<file path="config.mk">
export PLATFORM = sky130hd
export DESIGN_NAME = hamming_secded_pipe
export DESIGN_NICKNAME = d
export VERILOG_FILES = /design/src/rtl/hamming_pkg.sv /design/src/rtl/hamming_syndrome.sv /design/src/rtl/hamming_secded_pipe.sv
export SDC_FILE = /design/constraint.sdc
export NUM_CORES = 1
export LEC_CHECK = 0
export BUFFER_PORTS_ARGS = -buffer_cell sky130_fd_sc_hd__buf_4
export CORE_MARGIN = 5
export CORE_UTILIZATION = 50
export CTS_CLUSTER_DIAMETER = 200
export CTS_CLUSTER_SIZE = 20
export DETAILED_ROUTE_END_ITERATION = 10
export GPL_TIMING_DRIVEN = 0
export HOLD_SLACK_MARGIN = 0.15
export MAX_ROUTING_LAYER = met4
export PLACE_DENSITY_LB_ADDON = 0.12
export SYNTH_ARGS = -nofsm -noshare
export SYNTH_HDL_FRONTEND = slang
export SYNTH_SLANG_ARGS = --single-unit
export TNS_END_PERCENT = 50
</file>
<file path="constraint.sdc">
create_clock -name clock -period 2.7 [get_ports clock]
set_clock_uncertainty 0.15 [all_clocks]
set_input_delay 0 -clock clock [delete_from_list [all_inputs] [get_ports clock]]
set_output_delay 0 -clock clock [all_outputs]
set_load 0.01 [all_outputs]
</file>
<file path="src/rtl/hamming_pkg.sv">
// Shared sizing helpers and status encoding for the pipelined Hamming SECDED decoder.
// Optional error counters in the top are enabled by HAMMING_ERR_CNT_EN.
package hamming_pkg;

    typedef enum logic [1:0] {
        ST_NONE = 2'd0,
        ST_OK   = 2'd1,
        ST_CORR = 2'd2,
        ST_UNC  = 2'd3
    } status_e;

    function automatic int calc_n(input int r);
        return (1 << r) - 1;
    endfunction

    function automatic int calc_k(input int r);
        return calc_n(r) - r;
    endfunction

    // Position of the idx-th non-power-of-two codeword position, ascending.
    function automatic int data_pos(input int r, input int idx);
        int pos;
        int cnt;
        pos = 0;
        cnt = 0;
        for (int p = 1; p <= calc_n(r); p++) begin
            if ((p & (p - 1)) != 0) begin
                if (cnt == idx) pos = p;
                cnt++;
            end
        end
        return pos;
    endfunction

    // Bitmask of codeword positions that contribute to syndrome bit j.
    function automatic logic [63:0] group_mask(input int r, input int j);
        logic [63:0] m;
        m = '0;
        for (int p = 1; p <= calc_n(r); p++) begin
            if (((p >> j) & 1) == 1) m = m | (64'(1) << p);
        end
        return m;
    endfunction

endpackage

</file>
<file path="src/rtl/hamming_syndrome.sv">
// Combinational syndrome and overall-parity computation for an extended
// Hamming codeword with R check bits.
module hamming_syndrome
    import hamming_pkg::*;
#(
    parameter int R = 3
) (
    input  logic [calc_n(R):0] du,
    output logic [R-1:0]       syndrome,
    output logic               parity
);

    localparam int N = calc_n(R);

    for (genvar j = 0; j < R; j++) begin : g_syn
        localparam logic [N:0] MASK = (N + 1)'(group_mask(R, j));
        assign syndrome[j] = ^(du & MASK);
    end

    assign parity = ^du;

endmodule

</file>
<file path="src/rtl/hamming_secded_pipe.sv">
// Two-stage pipelined Hamming SECDED decoder with valid/ready flow control.
// Define HAMMING_ERR_CNT_EN to add saturating corrected/uncorrectable counters.
module hamming_secded_pipe
    import hamming_pkg::*;
#(
    parameter int R     = 3,
    parameter int CNT_W = 16
) (
    input  logic                  clock,
    input  logic                  reset,
    input  logic                  in_valid,
    output logic                  in_ready,
    input  logic [calc_n(R):0]    du,
    output logic                  out_valid,
    input  logic                  out_ready,
    output logic [calc_n(R):0]    dc,
    output logic [calc_k(R)-1:0]  data,
    output logic                  no_error,
    output logic                  corrected,
    output logic                  uncorrectable,
`ifdef HAMMING_ERR_CNT_EN
    input  logic                  cnt_clr,
    output logic [CNT_W-1:0]      cnt_corr,
    output logic [CNT_W-1:0]      cnt_unc,
`endif
    output logic [R-1:0]          err_pos
);

    localparam int N = calc_n(R);
    localparam int K = calc_k(R);

    logic         adv;
    logic         s1_valid;
    logic [N:0]   s1_du;
    logic [R-1:0] syndrome;
    logic         parity;
    status_e      status_next;
    status_e      status;
    logic [N:0]   dc_next;
    logic [K-1:0] data_next;

    // Both stages move together; a stalled output freezes the whole pipe.
    assign adv      = !out_valid || out_ready;
    assign in_ready = adv;

    // NOTE: sequential state uses non-blocking assignments so every register
    // samples pre-edge values and the two stages shift as one.
    always_ff @(posedge clock) begin
        if (reset) begin
            s1_valid <= 1'b0;
            s1_du    <= '0;
        end else if (adv) begin
            s1_valid <= in_valid;
            s1_du    <= du;
        end
    end

    hamming_syndrome #(.R(R)) u_syndrome (
        .du       (s1_du),
        .syndrome (syndrome),
        .parity   (parity)
    );

    // NOTE: defaults first so no path through this block leaves a variable
    // unassigned, which would otherwise infer a latch.
    always_comb begin
        status_next = ST_NONE;
        dc_next     = s1_du;
        if (s1_valid) begin
            if (parity) begin
                // Syndrome 0 with odd parity lands on bit 0, the parity bit itself.
                status_next = ST_CORR;
                dc_next     = s1_du ^ ((N + 1)'(1) << syndrome);
            end else if (syndrome != '0) begin
                status_next = ST_UNC;
            end else begin
                status_next = ST_OK;
            end
        end
    end

    for (genvar i = 0; i < K; i++) begin : g_data
        localparam int DPOS = data_pos(R, i);
        assign data_next[i] = dc_next[DPOS];
    end

    always_ff @(posedge clock) begin
        if (reset) begin
            out_valid <= 1'b0;
            status    <= ST_NONE;
            dc        <= '0;
            data      <= '0;
            err_pos   <= '0;
        end else if (adv) begin
            out_valid <= s1_valid;
            status    <= status_next;
            dc        <= dc_next;
            data      <= data_next;
            err_pos   <= syndrome;
        end
    end

    assign no_error      = (status == ST_OK);
    assign corrected     = (status == ST_CORR);
    assign uncorrectable = (status == ST_UNC);

`ifdef HAMMING_ERR_CNT_EN
    logic xfer;
    assign xfer = out_valid && out_ready;

    always_ff @(posedge clock) begin
        if (reset || cnt_clr) begin
            cnt_corr <= '0;
            cnt_unc  <= '0;
        end else if (xfer) begin
            if (corrected && (cnt_corr != '1))     cnt_corr <= cnt_corr + 1'b1;
            if (uncorrectable && (cnt_unc != '1))  cnt_unc  <= cnt_unc + 1'b1;
        end
    end
`endif

endmodule
</file>
Word level (Yosys, flattened, before mapping)
Index checks and enable logic that the tools add are counted.
{ "classes": {"n_reduce_logical": 7, "mux": 5, "n_shift": 1, "eq_ne": 3, "n_bitwise": 1} }
{ "ops": {"columns": ["op", "n"], "rows": [
  ["$reduce_xor 8->1", 4],
  ["$mux 8", 2],
  ["$shl 1x3->8 const A", 1],
  ["$xor 8x8->8", 1],
  ["$mux 2", 3],
  ["$eq 2x2->1 const B", 2],
  ["$reduce_bool 3->1", 1],
  ["$eq 2x1->1 const B", 1],
  ["$logic_not 1->1", 1],
  ["$logic_or 1x1->1", 1]
]} }
{ "word_totals": {"register_bits": 27, "in_bits": 12, "word_cells": 24} }

Depth between registers and ports, before layout
Gate-level depths: netlist (run 1).
{ "depth": {"word_depth": 5, "depth_mapped": 6} }

Modules after synthesis
A second synthesis (run 1) with hierarchy kept.
{ "hier_totals": {"cells_unflattened": 133, "hier_area_um2": 1074.8} }
{ "by_module_without_submodules": {"columns": ["module", "cells_each", "n_inst", "area_each_um2"], "rows": [
  ["hamming_secded_pipe", 122, 1, 970.9],
  ["hamming_syndrome", 11, 1, 103.8]
]} }

Least setup slack after synthesis (run 1)
OpenSTA, ideal clock, no wires.
{ "synth_path": {"path_kind": "register -> register", "start": "register s1_du[3]", "end": "register dc[6]", "path_buffers": 0, "path_stages_with_launch": 6, "setup_time_ns": 0.091, "period_less_slack_ns": 2.036, "path_slack_ns": 0.664, "arrival_ns": 1.795, "path_cell_list": "dfxtp_1 xnor2_1 xnor2_2 or3b_1 or3_1 a311oi_1"} }
{ "synth_via": {"elab_chain_cells": 5, "word_cells_on_any_way": 7, "cone_classes": "1 x shift; 2 x mux; 1 x bitwise; 3 x reduce/logical"} }
{ "synth_lines": {"columns": ["element", "line", "rtl"], "rows": [
  ["start: declaration", "hamming_secded_pipe.sv:34", "logic [N:0] s1_du;"],
  ["start signal: assignment", "hamming_secded_pipe.sv:54", "s1_du <= du;"],
  ["$reduce_xor 8->1", "hamming_syndrome.sv:17", "assign syndrome[j] = ^(du & MASK);"],
  ["$shl 1x3->8", "hamming_secded_pipe.sv:73", "dc_next = s1_du ^ ((N + 1)'(1) << syndrome);"],
  ["$xor 8x8->8", "hamming_secded_pipe.sv:73", null],
  ["$mux 8 (*)", "hamming_secded_pipe.sv:70", "if (parity) begin"],
  ["$mux 8 (*)", "hamming_secded_pipe.sv:69", "if (s1_valid) begin"],
  ["end signal: assignment", "hamming_secded_pipe.sv:97", "dc <= dc_next;"],
  ["end: declaration", "hamming_secded_pipe.sv:16", "output logic [calc_n(R):0] dc,"]
]} }
Mark *: on every way between the ends. The rest lies on a longest branch, timed or not.
A chain may end at the register's enable or synchronous reset.

Worst setup path in the final report (run 1)
{ "layout_path": {"start": "register s1_du[3]", "end": "register dc[7]"} }
The elaborated chain is that of the path after synthesis.

==> results of run 1 <==
==> power by group through the flow <==
stage / registers (mW) / clock network [mW] / logic [mW]
floorplan: 0.401 / 0 / 0.117
global placement: 0.395 / 0 / 0.188
detailed placement: 0.397 / 0 / 0.193
CTS: 0.389 / 0.162 / 0.207
global route: 0.394 / 0.175 / 0.227
finish: 0.389 / 0.155 / 0.206
==> placed cells by master (no fill, tap or decap), drive strengths merged <==
cell type / count
a211oi: 3
a21oi: 12
a311oi: 8
and2: 1
buf: 35
clkbuf: 11
clkinv: 1
dfxtp: 23
dlygate4sd3: 11
inv: 1
nand2: 21
nand3: 2
nand3b: 2
nand4: 1
nor2: 11
nor2b: 3
o21ai: 8
or2: 1
or3: 8
or3b: 2
xnor2: 11
==> area by class of cell <==
type                       count  area (µm²)
timing repair buffer          42       342.8
inverter                       2       7.507
sequential                    23       460.4
clock buffer                   4       26.28
buffer                        11       56.30
tap                           27       33.78
fill                         159       533.0
multi-input combinational     94       561.8
==> worst max-delay path, cell delays in order, from the launching register on <==
cell and delay, ns:
dfxtp_1 0.39, xnor2_1 0.39, xnor2_2 0.23, or3b_1 0.43, or3_1 0.35, a311oi_1 0.25
==> path summary, 6_finish.rpt <==
| path | endpoint | startpoint |
|---|---|---|
| hold / removal | dc[1] | reset |
| setup reg to reg | dc[7] | s1_du[3] |
| hold reg to reg | status[1] | status[1] |
| setup / recovery | dc[7] | s1_du[3] |
==> per-layer routing <==
layer,share of wire (%),up-vias,track usage (%)
met1,43,479,18.38
li1,-,539,-
met3,7.0,4,4.128
met2,49,30,28.05
met4,1.0,0,6.441
met5,0,-,-
==> timing repair <==
action,CTS,global route
resized for setup,0,0
hold buffers,11,0
endpoints found under the hold margin,22,0
==> cells by family (layout without fill, tap and decap cells) <==
kind of cell    Yosys count  after routing  share of synthesized area, %
simple gates             52             52                         23.04
buf+inv                  13             59                         5.875
xor+xnor                 11             11                         10.95
compound gates           31             31                         17.74
flops                    23             23                         42.40
==> cell usage after synthesis, drive strengths merged <==
cell,count
nand2,21
a21oi,12
buf,4
clkinv,1
nor2,11
xnor2,11
or3b,2
dfxtp,23
a311oi,8
o21ai,8
clkbuf,7
or3,8
nand4,1
nand3,2
nand3b,2
inv,1
a211oi,3
and2,1
or2,1
nor2b,3
==> registers in the layout, indices dropped and copies added, names as in the netlist <==
| signal | count |
|---|---|
| dc | 8 |
| err_pos | 3 |
| out_valid | 1 |
| s1_du | 8 |
| s1_valid | 1 |
| status | 2 |
==> reports/results.ini, run 1 <==
[detailed_routing]
initialDrtViolationCount = 18
wl_per_cell_um = 12.04
routed_wirelength_um = 2445
first_pass_iters = 4
antenna_left = 0
via_count = 1052
drc = 0
viasPerCell = 5.182

[setup_path]
endpoint_kind = register
path_class = reg -> reg
r2r_setup_slack_ns = 0.44
worstPathMaxFanout = 6
arrival_ns = 2.34
r2r_cells = 5
startpoint_type = register
required_ns = 2.77

[global_route]
grt_pass1_vias = 945
grt_max_degree = 13
grt_usage_pct = 16.50
grt_first_pass_wirelength_um = 4084
grt.overflow.total = 0
antenna_found_initial = 0

[worst_hold_path]
holdCritPathClass = in -> reg
hold_depth = 3

[final_layout]
final_nets = 189
finalNonFillerCells = 203
antenna_cells = 0
finish.instance_area_um2 = 1489
area_delta_synth_final_pct = 37.10
drive_gt1_share_pct = 23.30
final_util_pct = 73.64

[sta]
relSlewSlack_pct = 70.58
hold_viol_final = 0
fin_tns_setup_ns = 0
tightestPinTransition_ns = 0.4413
fin_crit_ns = 2.264
maxSlewViolCount = 0
rsz0062_at_grt = false
period_share_pct = 83.84
fin_ws_ns = 0.4362
setup_viol = 0
fmax_ghz = 0.4417
whs_ns = 0.2875

[logic_synthesis]
ys_seq_area_share_pct = 42.40
synth_area_leader_cell = dfxtp_1
syn_area_um2 = 1086
syn_inst = 130
ys_ff_latch = 23
synth_area_leaders = dfxtp_1, nand2_1, a311oi_1, xnor2_1, a21oi_1
yosys_warnings = 0
synth_top_area_share_pct = 42.40
avgSynthCellArea_um2 = 8.354
ys_types = 22
syn_nets = 142

[clock_network]
clk_pin_slew_ns = 0.12
cts_tree = yes
htreeDepth = 1
cts_root_buf = clkbuf_4
postCtsSetupBuffers = 0
cts_buffers = 3
clock_latency_ns = 0.30
cts.sink_count = 23
cts_buffer_depth = 2

[die]
core_um2 = 2022
die_y_um = 56.61
fp-row-count = 16
io_pins = 32
dieWidth_um = 56.61
start_util_pct = 53.71
floorplan.die_area_um2 = 3204

[place]
io_buffers = 31
placed_cells = 188
placed_area_um2 = 1353
place_hpwl_um = 1797
gp_congestion = 0.8543
dp_slack_ns = 0.4450

[power]
p_switching_uw = 218.2
power_frac_comb_pct = 27.5
p_seq_share_pct = 51.9
irDropWorstVdd_mv = 0.3701
p_sw_share_pct = 29.10
powerDensity_nw_per_um2 = 503.5
fin_total_pwr_uw = 749.7
p_int_uw = 531.5
clkPwrFrac_pct = 20.6
power.leakage_nw = 0.6194

[outcome]
status = completed

[flow_run]
maxCapViolCount = 0

Note: power is estimated with default switching activity, not from simulation.
==> run 2, diff against run 1 <==
==> constraint.sdc (replaced) <==
create_clock -name clock -period 2.1 [get_ports clock]
set_clock_uncertainty 0.15 [all_clocks]
set_input_delay 0 -clock clock [delete_from_list [all_inputs] [get_ports clock]]
set_output_delay 0 -clock clock [all_outputs]
set_load 0.01 [all_outputs]
==> run 2 against run 1 <==
Against the previous run: setup slack worse by 0.38 ns; register-to-register slack worse by 0.38 ns; highest routed layer unchanged; critical endpoint unchanged; global-route usage is 0.30 points higher.
==> reports/results.ini, run 2 (same netlist as run 1, synthesis figures left out) <==
[detailed_routing]
first_pass_iters = 4  ; unchanged
antenna_left = 0  ; unchanged
viasPerCell = 5.376  ; +3.7%
initialDrtViolationCount = 14  ; -4
drc = 0  ; unchanged
via_count = 1102  ; +4.8%
routed_wirelength_um = 2607  ; +6.6%
wl_per_cell_um = 12.72  ; +5.6%

[die]
floorplan.die_area_um2 = 3204  ; unchanged
die_y_um = 56.61  ; unchanged
core_um2 = 2022  ; unchanged
fp-row-count = 16  ; unchanged
start_util_pct = 53.71  ; unchanged
io_pins = 32  ; unchanged
dieWidth_um = 56.61  ; unchanged

[sta]
fin_crit_ns = 2.039  ; -0.2250 ns
setup_viol = 0  ; unchanged
hold_viol_final = 0  ; unchanged
tightestPinTransition_ns = 0.4391  ; -0.002271 ns
maxSlewViolCount = 0  ; unchanged
period_share_pct = 97.09  ; +13 points
whs_ns = 0.2876  ; +0.0001660 ns
relSlewSlack_pct = 70.73  ; +0.15 points
fmax_ghz = 0.4905  ; +11%
fin_tns_setup_ns = 0  ; unchanged
rsz0062_at_grt = true

[global_route]
met2_usage_pct = 29.21  ; +1.2 points
grt_pass1_vias = 968  ; +2.4%
grt_max_degree = 13  ; unchanged
grt.overflow.total = 0  ; unchanged
grt-busiest-layer = met2
use_met1_pct = 18.27  ; -0.11 points
use_met3_pct = 4.128  ; unchanged
grt_usage_pct = 16.80  ; +0.30 points
grt_first_pass_wirelength_um = 4146  ; +1.5%
antenna_found_initial = 0  ; unchanged

[clock_network]
htreeDepth = 1  ; unchanged
cts_tree = yes
cts_root_buf = clkbuf_4
clk_pin_slew_ns = 0.12  ; about the same
cts_buffers = 3  ; unchanged
clock_latency_ns = 0.31  ; about the same
cts.sink_count = 23  ; unchanged
cts_buffer_depth = 2  ; unchanged

[final_layout]
area_delta_synth_final_pct = 45.74
final_cell_mix = buf_4, nand2_1, dfxtp_1, a21oi_1
antenna_cells = 0  ; unchanged
drive_gt1_share_pct = 31.46  ; +8.2 points
final_common_cell = buf_4
finalNonFillerCells = 205  ; +0.99%
final_nets = 191  ; +1.1%
reg_top3 = dc: 8 flops, s1_du: 8 flops, err_pos: 3 flops

[setup_path]
critPathMaxStageDelay_ns = 0.42  ; about the same
startpoint_type = register
path_cells = xnor2_4 -> xnor2_2 -> or3b_4 -> or3_1 -> a311oi_1
arrival_ns = 2.12  ; -0.22 ns
endpoint_kind = register
cp_slowest_cell = or3b_4
worstPathMaxFanout = 5  ; -1
required_ns = 2.18  ; -0.59 ns
r2r_setup_slack_ns = 0.06  ; -0.38 ns
path_class = reg -> reg

[power]
power.leakage_nw = 0.6569  ; +6.1%
p_sw_share_pct = 29.75  ; +0.65 points
clkPwrFrac_pct = 19.9  ; -0.7 points
p_int_uw = 713.0  ; +34%
irDropWorstVdd_mv = 0.4861  ; +31%
p_switching_uw = 302.0  ; +38%
powerDensity_nw_per_um2 = 641.3  ; +27%
p_seq_share_pct = 50.0  ; -1.9 points
power_frac_comb_pct = 30.1  ; +2.6 points

[place]
io_buffers = 31  ; unchanged
gp_congestion = 0.8543  ; unchanged
placed_cells = 188  ; unchanged
place_hpwl_um = 1797  ; unchanged

[worst_hold_path]
holdCritPathClass = in -> reg

[flow_run]
maxCapViolCount = 0  ; unchanged

[outcome]
status = completed

## run 2: power groups by stage
stage          logic, mW  registers (mW)  clock network, mW
6_report           0.306           0.508              0.202
5_1_grt            0.331           0.514              0.229
4_1_cts            0.286           0.502              0.209
3_5_place_dp       0.248           0.511                  0
3_3_place_gp       0.242           0.508                  0
2_1_floorplan      0.151           0.515                  0
## run 2: path summary, 6_finish.rpt
| kind | from | end | depth (start not counted) |
|---|---|---|---|
| hold reg to reg | status[1] | status[1] | 2 |
| setup / recovery | s1_du[3] | dc[7] | 5 |
| hold / removal | reset | dc[2] | 3 |
| setup reg to reg | s1_du[3] | dc[7] | 5 |
## run 2: metal layers
metal  part of all wire [%]  vias up
met5                      0        -
met4                    1.7        0
met3                    9.0        7
met2                     50       50
met1                     40      501
li1                       -      544
## run 2: timing repair
item                                   4_1_cts  5_1_grt
gates resized for setup                      4       12
pin swaps                                    3        2
endpoints found under the hold margin       22        0
hold buffers                                11        0
setup buffers                                2        0
setup endpoints to repair                    7        7
## run 2: critical path: cells and delay by family (launching register included)
family / cells / cell delay (ns)
AO/OA/AOI/OAI: 1 / 0.25
XOR/XNOR: 2 / 0.38
flip-flops: 1 / 0.40
AND/OR/NAND/NOR: 2 / 0.76
## run 2: layout make-up
type                            instances  area (µm²)
Timing Repair Buffer                   44       357.8
Multi-Input combinational cell         94       630.6
Buffer                                 11       56.30
Tap cell                               27       33.78
Sequential cell                        23       470.5
Fill cell                             146       439.2
Inverter                                2       7.507
Clock buffer                            4       26.28
## run 2: per-stage QoR
stage | area [µm²] | setup slack [ns] | util, % | power [mW]
2_1_floorplan | 1086 | 0.06428 | - | 0.6660
3_3_place_gp | 1353 | -0.03165 | 66.89 | 0.7502
3_5_place_dp | 1353 | -0.1550 | 66.89 | 0.7592
4_1_cts | 1521 | 0.007259 | 75.25 | 0.9963
5_1_grt | 1583 | -0.03675 | 78.28 | 1.074
6_report | 1583 | 0.06117 | 78.28 | 1.015
==> run 3, diff against run 2 <==
--- a/config.mk
+++ b/config.mk
@@ -15,6 +15,7 @@
 export HOLD_SLACK_MARGIN = 0.15
 export MAX_ROUTING_LAYER = met4
 export PLACE_DENSITY_LB_ADDON = 0.12
+export RECOVER_POWER = 100
 export SYNTH_ARGS = -nofsm -noshare
 export SYNTH_HDL_FRONTEND = slang
 export SYNTH_SLANG_ARGS = --single-unit
==> run 3 against run 2 <==
Against the previous run: die area unchanged; global-route usage stayed put; combinational power fell by 6%; sequential share of layout area up 1.1 points; power is 1.8% lower; first-iteration DRC count increased by 100%; critical path depth stayed put; register-to-register slack is essentially flat; hold slack got worse by 0.0021 ns; via count rose by 0.45%.
==> reports/results.ini, run 3 (same netlist as run 1, synthesis figures left out) <==
[outcome]
status = completed

[sta]
fin_crit_ns = 2.032  ; -0.006338 ns
rsz0062_at_grt = true
period_share_pct = 96.79  ; -0.30 points
fin_tns_setup_ns = 0  ; unchanged
relSlewSlack_pct = 70.29  ; -0.43 points
hold_viol_final = 0  ; unchanged
maxSlewViolCount = 0  ; unchanged
setup_viol = 0  ; unchanged
tightestPinTransition_ns = 0.4456  ; +0.006518 ns
fmax_ghz = 0.4920  ; +0.31%

[global_route]
grt_max_degree = 13  ; unchanged
grt_usage_pct = 16.80  ; unchanged
grt-busiest-layer = met2
grt_first_pass_wirelength_um = 4146  ; unchanged
grt.overflow.total = 0  ; unchanged
met2_usage_pct = 29.21  ; unchanged
grt_pass1_vias = 968  ; unchanged
antenna_found_initial = 0  ; unchanged
use_met3_pct = 4.128  ; unchanged
use_met1_pct = 18.27  ; unchanged

[clock_network]
cts.sink_count = 23  ; unchanged
cts_tree = yes
clk_pin_slew_ns = 0.12  ; about the same
htreeDepth = 1  ; unchanged
cts_root_buf = clkbuf_4
cts_buffers = 3  ; unchanged
clock_latency_ns = 0.31  ; about the same
cts_buffer_depth = 2  ; unchanged

[die]
core_um2 = 2022  ; unchanged
floorplan.die_area_um2 = 3204  ; unchanged
io_pins = 32  ; unchanged
die_y_um = 56.61  ; unchanged
dieWidth_um = 56.61  ; unchanged
start_util_pct = 53.71  ; unchanged
fp-row-count = 16  ; unchanged

[place]
io_buffers = 31  ; unchanged
placed_cells = 188  ; unchanged
gp_congestion = 0.8543  ; unchanged
place_hpwl_um = 1797  ; unchanged

[final_layout]
fill_cells = 167  ; +14%
area_delta_synth_final_pct = 40.55
final_common_cell = clkbuf_1
reg_top3 = dc: 8 flops, s1_du: 8 flops, err_pos: 3 flops
finalNonFillerCells = 205  ; unchanged
antenna_cells = 0  ; unchanged
drive_gt1_share_pct = 23.03  ; -8.4 points
final_nets = 191  ; unchanged
final_cell_mix = clkbuf_1, nand2_1, buf_4, dfxtp_1, a21oi_1

[setup_path]
arrival_ns = 2.11  ; about the same
startpoint_type = register
critPathMaxStageDelay_ns = 0.42  ; about the same
worstPathMaxFanout = 5  ; unchanged
endpoint_kind = register
path_cells = xnor2_4 -> xnor2_2 -> or3b_4 -> or3_1 -> a311oi_1
required_ns = 2.18  ; about the same
cp_slowest_cell = or3b_4
path_class = reg -> reg

[detailed_routing]
wl_per_cell_um = 12.85  ; +1.1%
first_pass_iters = 4  ; unchanged
drc = 0  ; unchanged
viasPerCell = 5.400  ; +0.45%
antenna_left = 0  ; unchanged
routed_wirelength_um = 2635  ; +1.1%
via_count = 1107  ; +0.45%
initialDrtViolationCount = 28  ; +14

[power]
powerDensity_nw_per_um2 = 653.2  ; +1.9%
power.leakage_nw = 0.5938  ; -9.6%
irDropWorstVdd_mv = 0.4803  ; -1.2%

[worst_hold_path]
holdCritPathClass = in -> reg

[flow_run]
maxCapViolCount = 0  ; unchanged

## run 3: worst paths after layout
| path | startpoint | endpoint | slack (ns) | cells after the start |
|---|---|---|---|---|
| worst min register to register | status[1] | status[1] | 0.34 | 2 |
| worst min-delay path | reset | dc[2] | 0.29 | 3 |
| worst max register to register | s1_du[3] | dc[7] | 0.07 | 5 |
| worst max-delay path | s1_du[3] | dc[7] | 0.07 | 5 |
## run 3: report_power, final
part / total (mW) / internal, mW / leakage [nW] / switching, mW
sequential: 0.507 / 0.472 / 0.192 / 0.0348
combinational: 0.287 / 0.147 / 0.387 / 0.140
clock: 0.203 / 0.0742 / 0.0150 / 0.128
total: 0.997 / 0.694 / 0.594 / 0.303
## run 3: per-layer routing
layer / vias up / share of wire (%)
li1: 547 / -
met1: 496 / 40
met2: 53 / 49
met3: 11 / 9.4
met4: 0 / 2.3
met5: - / 0
## run 3: stage by stage
stage | hold WS (ns) | setup slack (ns) | util, % | total power [mW] | area, µm²
after floorplan | -0.07786 | 0.06428 | - | 0.6660 | 1086
after global placement | 0.04946 | -0.03165 | 66.89 | 0.7502 | 1353
after detailed placement | 0.04986 | -0.1550 | 66.89 | 0.7592 | 1353
after CTS | 0.2458 | 0.007259 | 75.25 | 0.9963 | 1521
after global routing | 0.2768 | -0.03675 | 75.50 | 1.055 | 1526
final | 0.2856 | 0.06751 | 75.50 | 0.9970 | 1526
## run 3: area by class of cell
cell class | instances | area (µm²) | area share (%)
repair buffers | 44 | 301.5 | 19.75
inverters | 2 | 7.507 | 0.4918
clock buffers | 4 | 26.28 | 1.721
well taps | 27 | 33.78 | 2.213
flip-flops and latches | 23 | 470.5 | 30.82
multi-input cells | 94 | 630.6 | 41.31
plain buffers | 11 | 56.30 | 3.689
## run 3: critical path, delay by kind of cell, from the launching register on
kind | cells | cell delay (ns)
AO/OA/AOI/OAI | 1 | 0.25
flip-flops | 1 | 0.40
AND/OR/NAND/NOR | 2 | 0.77
XOR/XNOR | 2 | 0.38
## run 3: timing repair
| item | 4_1_cts | 5_1_grt |
|---|---|---|
| pin swaps | 3 | 2 |
| endpoints found under the hold margin | 22 | 0 |
| gates resized for setup | 4 | 12 |
| setup endpoints to repair | 7 | 7 |
| setup buffers | 2 | 0 |
| hold buffers | 11 | 0 |
